**config.mk**
```make
export PLATFORM = sky130hd
export DESIGN_NAME = skid_buffer_flat
export DESIGN_NICKNAME = d
export VERILOG_FILES = /design/src/rtl/skid_buffer_pkg.sv /design/src/rtl/skid_buffer_if.sv /design/src/rtl/skid_buffer_mem.sv /design/src/rtl/skid_buffer.sv /design/src/flat_wrapper.sv
export SDC_FILE = /design/constraint.sdc
export NUM_CORES = 1
export LEC_CHECK = 0
export ABC_CLOCK_PERIOD_IN_PS = 3000
export BUFFER_PORTS_ARGS = -buffer_cell sky130_fd_sc_hd__clkbuf_2
export CORE_MARGIN = 3
export CORE_UTILIZATION = 53
export CTS_BUF_LIST = sky130_fd_sc_hd__clkbuf_2
export DETAILED_ROUTE_END_ITERATION = 10
export GPL_ROUTABILITY_DRIVEN = 0
export GPL_TIMING_DRIVEN = 1
export HOLD_SLACK_MARGIN = 0.06
export PLACE_DENSITY = 0.79
export SLEW_MARGIN = 5
export SYNTH_ARGS = -nofsm -noshare
export SYNTH_HDL_FRONTEND = slang
export SYNTH_SLANG_ARGS = --single-unit
```
**constraint.sdc**
```tcl
create_clock -name clk -period 3 [get_ports clk]
set_clock_uncertainty 0.15 [all_clocks]
set_input_delay 0.3 -clock clk [delete_from_list [all_inputs] [get_ports clk]]
set_output_delay 0.3 -clock clk [all_outputs]
set_load 0.02 [all_outputs]
```
**src/rtl/skid_buffer_pkg.sv**
```systemverilog
// skid_buffer_pkg: shared constants for the multi-entry skid buffer.
// Build option: define SKID_BUFFER_BYPASS_EN for the zero-latency empty-buffer path.
package skid_buffer_pkg;

    // Default payload width in bits.
    localparam int SKID_DEFAULT_DATA_W = 32;

    // Default number of storage entries (power of two, at least 2).
    localparam int SKID_DEFAULT_DEPTH = 2;

endpackage

```
**src/rtl/skid_buffer_if.sv**
```systemverilog
// skid_buffer_if: valid/ready stream bundle around the skid buffer.
// The slave modport is the buffer's view; the master modport is the
// producer/consumer side that surrounds it.
interface skid_buffer_if
    import skid_buffer_pkg::*;
#(
    parameter int DATA_W = SKID_DEFAULT_DATA_W,
    parameter int DEPTH  = SKID_DEFAULT_DEPTH
);

    logic                         in_valid;
    logic                         in_ready;
    logic [DATA_W-1:0]            in_data;
    logic                         in_transfer;
    logic                         out_valid;
    logic                         out_ready;
    logic [DATA_W-1:0]            out_data;
    logic                         out_transfer;
    logic                         enable_transfer;
    logic                         flush;
    logic [$clog2(DEPTH+1)-1:0]   level;

    modport slave (
        input  in_valid,
        input  in_data,
        input  out_ready,
        input  enable_transfer,
        input  flush,
        output in_ready,
        output in_transfer,
        output out_valid,
        output out_data,
        output out_transfer,
        output level
    );

    modport master (
        output in_valid,
        output in_data,
        output out_ready,
        output enable_transfer,
        output flush,
        input  in_ready,
        input  in_transfer,
        input  out_valid,
        input  out_data,
        input  out_transfer,
        input  level
    );

endinterface

```
**src/rtl/skid_buffer_mem.sv**
```systemverilog
// skid_buffer_mem: DEPTH x DATA_W register array, one synchronous write
// port and one asynchronous read port. Data storage carries no reset since
// contents of empty entries are never observed.
module skid_buffer_mem #(
    parameter int DATA_W = 32,
    parameter int DEPTH  = 2,
    localparam int PTR_W = $clog2(DEPTH)
) (
    input  logic              clk,
    input  logic              we,
    input  logic [PTR_W-1:0]  waddr,
    input  logic [DATA_W-1:0] wdata,
    input  logic [PTR_W-1:0]  raddr,
    output logic [DATA_W-1:0] rdata
);

    logic [DATA_W-1:0] mem_r [DEPTH];

    // Capture the incoming word into the addressed entry.
    always_ff @(posedge clk) begin
        if (we) begin
            mem_r[waddr] <= wdata;
        end
    end

    assign rdata = mem_r[raddr];

endmodule

```
**src/rtl/skid_buffer.sv**
```systemverilog
// skid_buffer: parametrised multi-entry skid buffer for Versat unit streams.
// in_ready depends only on registered occupancy (plus flush/rst), so the
// consumer's out_ready never reaches the producer combinationally.
// enable_transfer lets the owning unit stall the output side without loss.
// Build option: SKID_BUFFER_BYPASS_EN -- when empty and not flushing, the
// input word is presented directly at the output (zero latency); if it is
// consumed in that same cycle it is never stored.
module skid_buffer
    import skid_buffer_pkg::*;
#(
    parameter int DATA_W = SKID_DEFAULT_DATA_W,
    parameter int DEPTH  = SKID_DEFAULT_DEPTH
) (
    input logic          clk,
    input logic          rst,
    skid_buffer_if.slave bus
);

    localparam int PTR_W = $clog2(DEPTH);
    localparam int LVL_W = $clog2(DEPTH + 1);
    localparam logic [LVL_W-1:0] FULL_LVL = LVL_W'(DEPTH);

    logic [LVL_W-1:0]  count_r;
    logic [PTR_W-1:0]  wr_ptr_r;
    logic [PTR_W-1:0]  rd_ptr_r;
    logic [DATA_W-1:0] rd_data_s;
    logic [DATA_W-1:0] out_data_s;
    logic              full_s;
    logic              empty_s;
    logic              in_ready_s;
    logic              in_xfer_s;
    logic              out_valid_s;
    logic              out_xfer_s;
    logic              bypass_s;
    logic              store_s;
    logic              retire_s;

    assign full_s  = (count_r == FULL_LVL);
    assign empty_s = (count_r == LVL_W'(0));

    // Choose between the stored head and, in bypass builds, the live input.
    always_comb begin
        bypass_s = 1'b0;
`ifdef SKID_BUFFER_BYPASS_EN
        bypass_s = empty_s && !bus.flush && !rst;
`endif
        if (bypass_s) begin
            out_valid_s = bus.in_valid;
            out_data_s  = bus.in_data;
        end else begin
            out_valid_s = !empty_s && !rst;
            out_data_s  = rd_data_s;
        end
    end

    assign in_ready_s = !full_s && !bus.flush && !rst;
    assign in_xfer_s  = bus.in_valid && in_ready_s;
    assign out_xfer_s = out_valid_s && bus.out_ready && bus.enable_transfer;

    // A word that passes straight through is neither stored nor retired.
    assign store_s  = in_xfer_s && !(bypass_s && out_xfer_s);
    assign retire_s = out_xfer_s && !bypass_s;

    assign bus.in_ready     = in_ready_s;
    assign bus.in_transfer  = in_xfer_s;
    assign bus.out_valid    = out_valid_s;
    assign bus.out_data     = out_data_s;
    assign bus.out_transfer = out_xfer_s;
    assign bus.level        = rst ? LVL_W'(0) : count_r;

    // Occupancy and pointer bookkeeping; reset and flush both empty the buffer.
    always_ff @(posedge clk) begin
        if (rst) begin
            count_r  <= LVL_W'(0);
            wr_ptr_r <= PTR_W'(0);
            rd_ptr_r <= PTR_W'(0);
        end else if (bus.flush) begin
            count_r  <= LVL_W'(0);
            wr_ptr_r <= PTR_W'(0);
            rd_ptr_r <= PTR_W'(0);
        end else begin
            if (store_s) begin
                wr_ptr_r <= wr_ptr_r + PTR_W'(1);
            end
            if (retire_s) begin
                rd_ptr_r <= rd_ptr_r + PTR_W'(1);
            end
            case ({store_s, retire_s})
                2'b10:   count_r <= count_r + LVL_W'(1);
                2'b01:   count_r <= count_r - LVL_W'(1);
                default: count_r <= count_r;
            endcase
        end
    end

    skid_buffer_mem #(
        .DATA_W (DATA_W),
        .DEPTH  (DEPTH)
    ) u_mem (
        .clk   (clk),
        .we    (store_s),
        .waddr (wr_ptr_r),
        .wdata (bus.in_data),
        .raddr (rd_ptr_r),
        .rdata (rd_data_s)
    );

endmodule

```
**src/flat_wrapper.sv**
```systemverilog
// flat-port wrapper written by rule: the top's interface ports become plain ports
module skid_buffer_flat import skid_buffer_pkg::*;
#(
    parameter int DATA_W = SKID_DEFAULT_DATA_W,
    parameter int DEPTH  = SKID_DEFAULT_DEPTH
)
  (clk, rst, bus_in_valid, bus_in_data, bus_out_ready, bus_enable_transfer, bus_flush, bus_in_ready, bus_in_transfer, bus_out_valid, bus_out_data, bus_out_transfer, bus_level);
  skid_buffer_if #(.DATA_W(DATA_W), .DEPTH(DEPTH)) bus_i ();
  input logic clk;
  input logic rst;
  input wire logic [$bits(bus_i.in_valid)-1:0] bus_in_valid;
  input wire logic [$bits(bus_i.in_data)-1:0] bus_in_data;
  input wire logic [$bits(bus_i.out_ready)-1:0] bus_out_ready;
  input wire logic [$bits(bus_i.enable_transfer)-1:0] bus_enable_transfer;
  input wire logic [$bits(bus_i.flush)-1:0] bus_flush;
  output wire logic [$bits(bus_i.in_ready)-1:0] bus_in_ready;
  output wire logic [$bits(bus_i.in_transfer)-1:0] bus_in_transfer;
  output wire logic [$bits(bus_i.out_valid)-1:0] bus_out_valid;
  output wire logic [$bits(bus_i.out_data)-1:0] bus_out_data;
  output wire logic [$bits(bus_i.out_transfer)-1:0] bus_out_transfer;
  output wire logic [$bits(bus_i.level)-1:0] bus_level;
  assign bus_i.in_valid = bus_in_valid;
  assign bus_i.in_data = bus_in_data;
  assign bus_i.out_ready = bus_out_ready;
  assign bus_i.enable_transfer = bus_enable_transfer;
  assign bus_i.flush = bus_flush;
  assign bus_in_ready = bus_i.in_ready;
  assign bus_in_transfer = bus_i.in_transfer;
  assign bus_out_valid = bus_i.out_valid;
  assign bus_out_data = bus_i.out_data;
  assign bus_out_transfer = bus_i.out_transfer;
  assign bus_level = bus_i.level;
  skid_buffer #(.DATA_W(DATA_W), .DEPTH(DEPTH)) u_core (.clk(clk), .rst(rst), .bus(bus_i));
endmodule
```
==> impl_metrics.ini <==
[run_status]
status = finished clean

[cells_and_area]
antenna_cells = 0
area_growth_pct = 35.6
drive_gt1_share_pct = 48.1
final_common_cell = clkbuf_2
final_util_pct = 77.3
n_fill_cell = 271
nNetsFinal = 292
seqCellArea_um2 = 2020
final_cell_mix = clkbuf_2, edfxtp_1, dlygate4sd3_1
multiInputGateArea_um2 = 523
design_area_um2 = 3480

[critical_path]
arrival_ns = 1.66
rr_startpoint = u_core.count_r[0]
critPathCaptureType = primary output
endpoint = bus_out_data[4]
worstPathRequired_ns = 2.55
cp_max_fo = 18
crit_path_start_kind = flip-flop
r2r_cells = 5
rr_endpoint = u_core.u_mem.mem_r[0][25]
rrSetupSlack_ns = 0.89
critical_path_class = reg2out

[floorplan]
ios = 76
design.die.area_um2 = 5720
core_region_area_um2 = 4500
die-width_um = 75.6
die_h_um = 75.6
start_util_pct = 57.0
rows = 24

[drt]
antenna_left = 0
vias = 1597
drcViolationCount = 0
drtIter0Drc = 108
viasPerCell = 5.15
wl_per_cell_um = 17.5
drt_wl_total_um = 5410
drtPass1Iterations = 4

[grt]
antenna_found_initial = 0
grt_overflow_total = 0
grtUsageTotal_pct = 20.9
grt_max_degree = 19
grt_pass1_wl_um = 8150
grt_pass1_vias = 1752

[worst_hold_path]
hold_class = in2reg

[cts]
cts_buffers = 9
cts_tree = done
clkSlewWorstSetupHoldPaths_ns = 0.18
htreeDepth = 3
cts_sinks = 69
root_buffer = clkbuf_2
clk_latency_ns = 0.48
cts_buffer_depth = 2
cts_resized = 0

[placed_design]
io_buffers = 75
dpl_cell_area_um2 = 3030
hpwl_um = 3200
pre_cts_slack_ns = 0.713

[sta]
setup_ws_ns = 0.886
period_share_pct = 70.5
fin_setup_tns_ns = 0
period_needed_ns = 2.11
rsz0062_at_grt = false
worstMarginPinSlew_ns = 0.441
fmax_mhz = 473
final_max_slew_viol_count = 0
relSlewSlack_pct = 70.5
setup_viol = 0
hold_viol = 0

[pwr]
intPower_w = 0.00132
power.leakage_nw = 1.34
comb_power_share_pct = 7.7
peakVddDrop_uv = 346
p_sw_share_pct = 22.2
switchingPower_w = 0.000377
seqPwrFrac_pct = 63.5
power_density_nw_per_um2 = 486
pwr-share-clk_pct = 28.8

[synthesis]
synth-compound-area-share_pct = 1.07
synth_xor_area_share_pct = 1.02
synth_seq_cells = 69
synth.area.mux_share_pct = 14.0
synth_adder_area_share_pct = 0.487
netlist_instances = 132
netlist-cell-type-count = 20
yosysWarnings = 0
synth_top_family_by_area = multiplexers
yosys.area_share.simple_pct = 3.46
syn_area_um2 = 2570
synthesis.nets = 171
avgSynthCellArea_um2 = 19.5
seq_area_frac_synth_pct = 78.7

[flow_run]
maxCapViolCount = 0
## logic make-up after synthesis
group,Yosys count
buffers and inverters,7
AOI/OAI and AO/OA,5
adders and majority gates,1
DFF,69
and+or+nand+nor,15
muxes,32
xor gates and xnor gates,3
## sequential cells by signal (all words and copies together), names as in the netlist, named ones only
signal	cells
u_core.wr_ptr_r	1
u_core.count_r	2
u_core.rd_ptr_r	1
u_core.u_mem.mem_r	64
## power groups by stage
stage | clock, W | sequential (W) | combinational (W)
floorplan | 0 | 0.00109 | 0.0000445
global placement | 0 | 0.00109 | 0.0000898
detailed placement | 0 | 0.00110 | 0.0000933
CTS | 0.000493 | 0.00107 | 0.000129
global route | 0.000536 | 0.00108 | 0.000141
finish | 0.000488 | 0.00107 | 0.000131
## repair_timing
action,CTS,global route
hold endpoints to repair,66,0
setup buffers,0,0
hold buffers,35,0
endpoints found under the setup margin,0,0
## metal layers
layer / global-route usage, % / vias up / part of all wire [%]
met1: 21.3 / 758 / 37
met5: 0 / - / 0
met4: 9.13 / 0 / 2.2
met2: 37.1 / 75 / 52
li1: - / 750 / -
met3: 8.84 / 14 / 8.0
## critical path, cell delays in order, from the launching register on
cell and delay (ns):
dfxtp_1 0.37, buf_4 0.27, mux2_2 0.39, clkbuf_2 0.17
## stage by stage
step | power [W] | instances | hold WS [ns]
after floorplan | 0.00114 | 132 | 0.249
after global placement | 0.00118 | 259 | 0.339
after detailed placement | 0.00119 | 259 | 0.343
after CTS | 0.00170 | 310 | 0.0610
after global routing | 0.00175 | 310 | 0.0820
final | 0.00169 | 310 | 0.108
## synth_stat cells
library cell | n | area share [%]
edfxtp_1 | 64 | 75
mux2_2 | 30 | 13
nor2_1 | 6 | 0.88
dfxtp_1 | 5 | 3.9
buf_2 | 4 | 0.78
nor2b_1 | 3 | 0.73
a21oi_1 | 2 | 0.39
inv_1 | 2 | 0.29
mux2_1 | 2 | 0.88
o21ai_0 | 2 | 0.39
or3_1 | 2 | 0.49
xor2_1 | 2 | 0.68
and2_1 | 1 | 0.24
clkbuf_1 | 1 | 0.15
ha_1 | 1 | 0.49
nor3_4 | 1 | 0.63
o211ai_1 | 1 | 0.29
or2_1 | 1 | 0.24
or2_2 | 1 | 0.24
xnor2_1 | 1 | 0.34
## worst min path at each step
stage / slack [ns] / end / cells past startpoint / startpoint
detailed placement: 0.34 / u_core.u_mem.mem_r[0][2] / 1 / bus_in_data[2]
CTS: 0.06 / u_core.wr_ptr_r / 3 / bus_flush
floorplan: 0.25 / u_core.u_mem.mem_r[0][0] / 0 / bus_in_data[0]
global placement: 0.34 / u_core.u_mem.mem_r[0][20] / 1 / bus_in_data[20]
finish: 0.11 / u_core.wr_ptr_r / 3 / bus_flush
global route: 0.08 / u_core.wr_ptr_r / 3 / bus_flush
## layout make-up
type                            count  area share (%)
Clock buffer                        9            1.29
Tap cell                           52            1.87
Timing Repair Buffer              115            21.9
Multi-Input combinational cell     56            15.0
Inverter                            2           0.216
Clock inverter                      7            1.62
Sequential cell                    69            58.1
(Power assumes the default switching activity.)
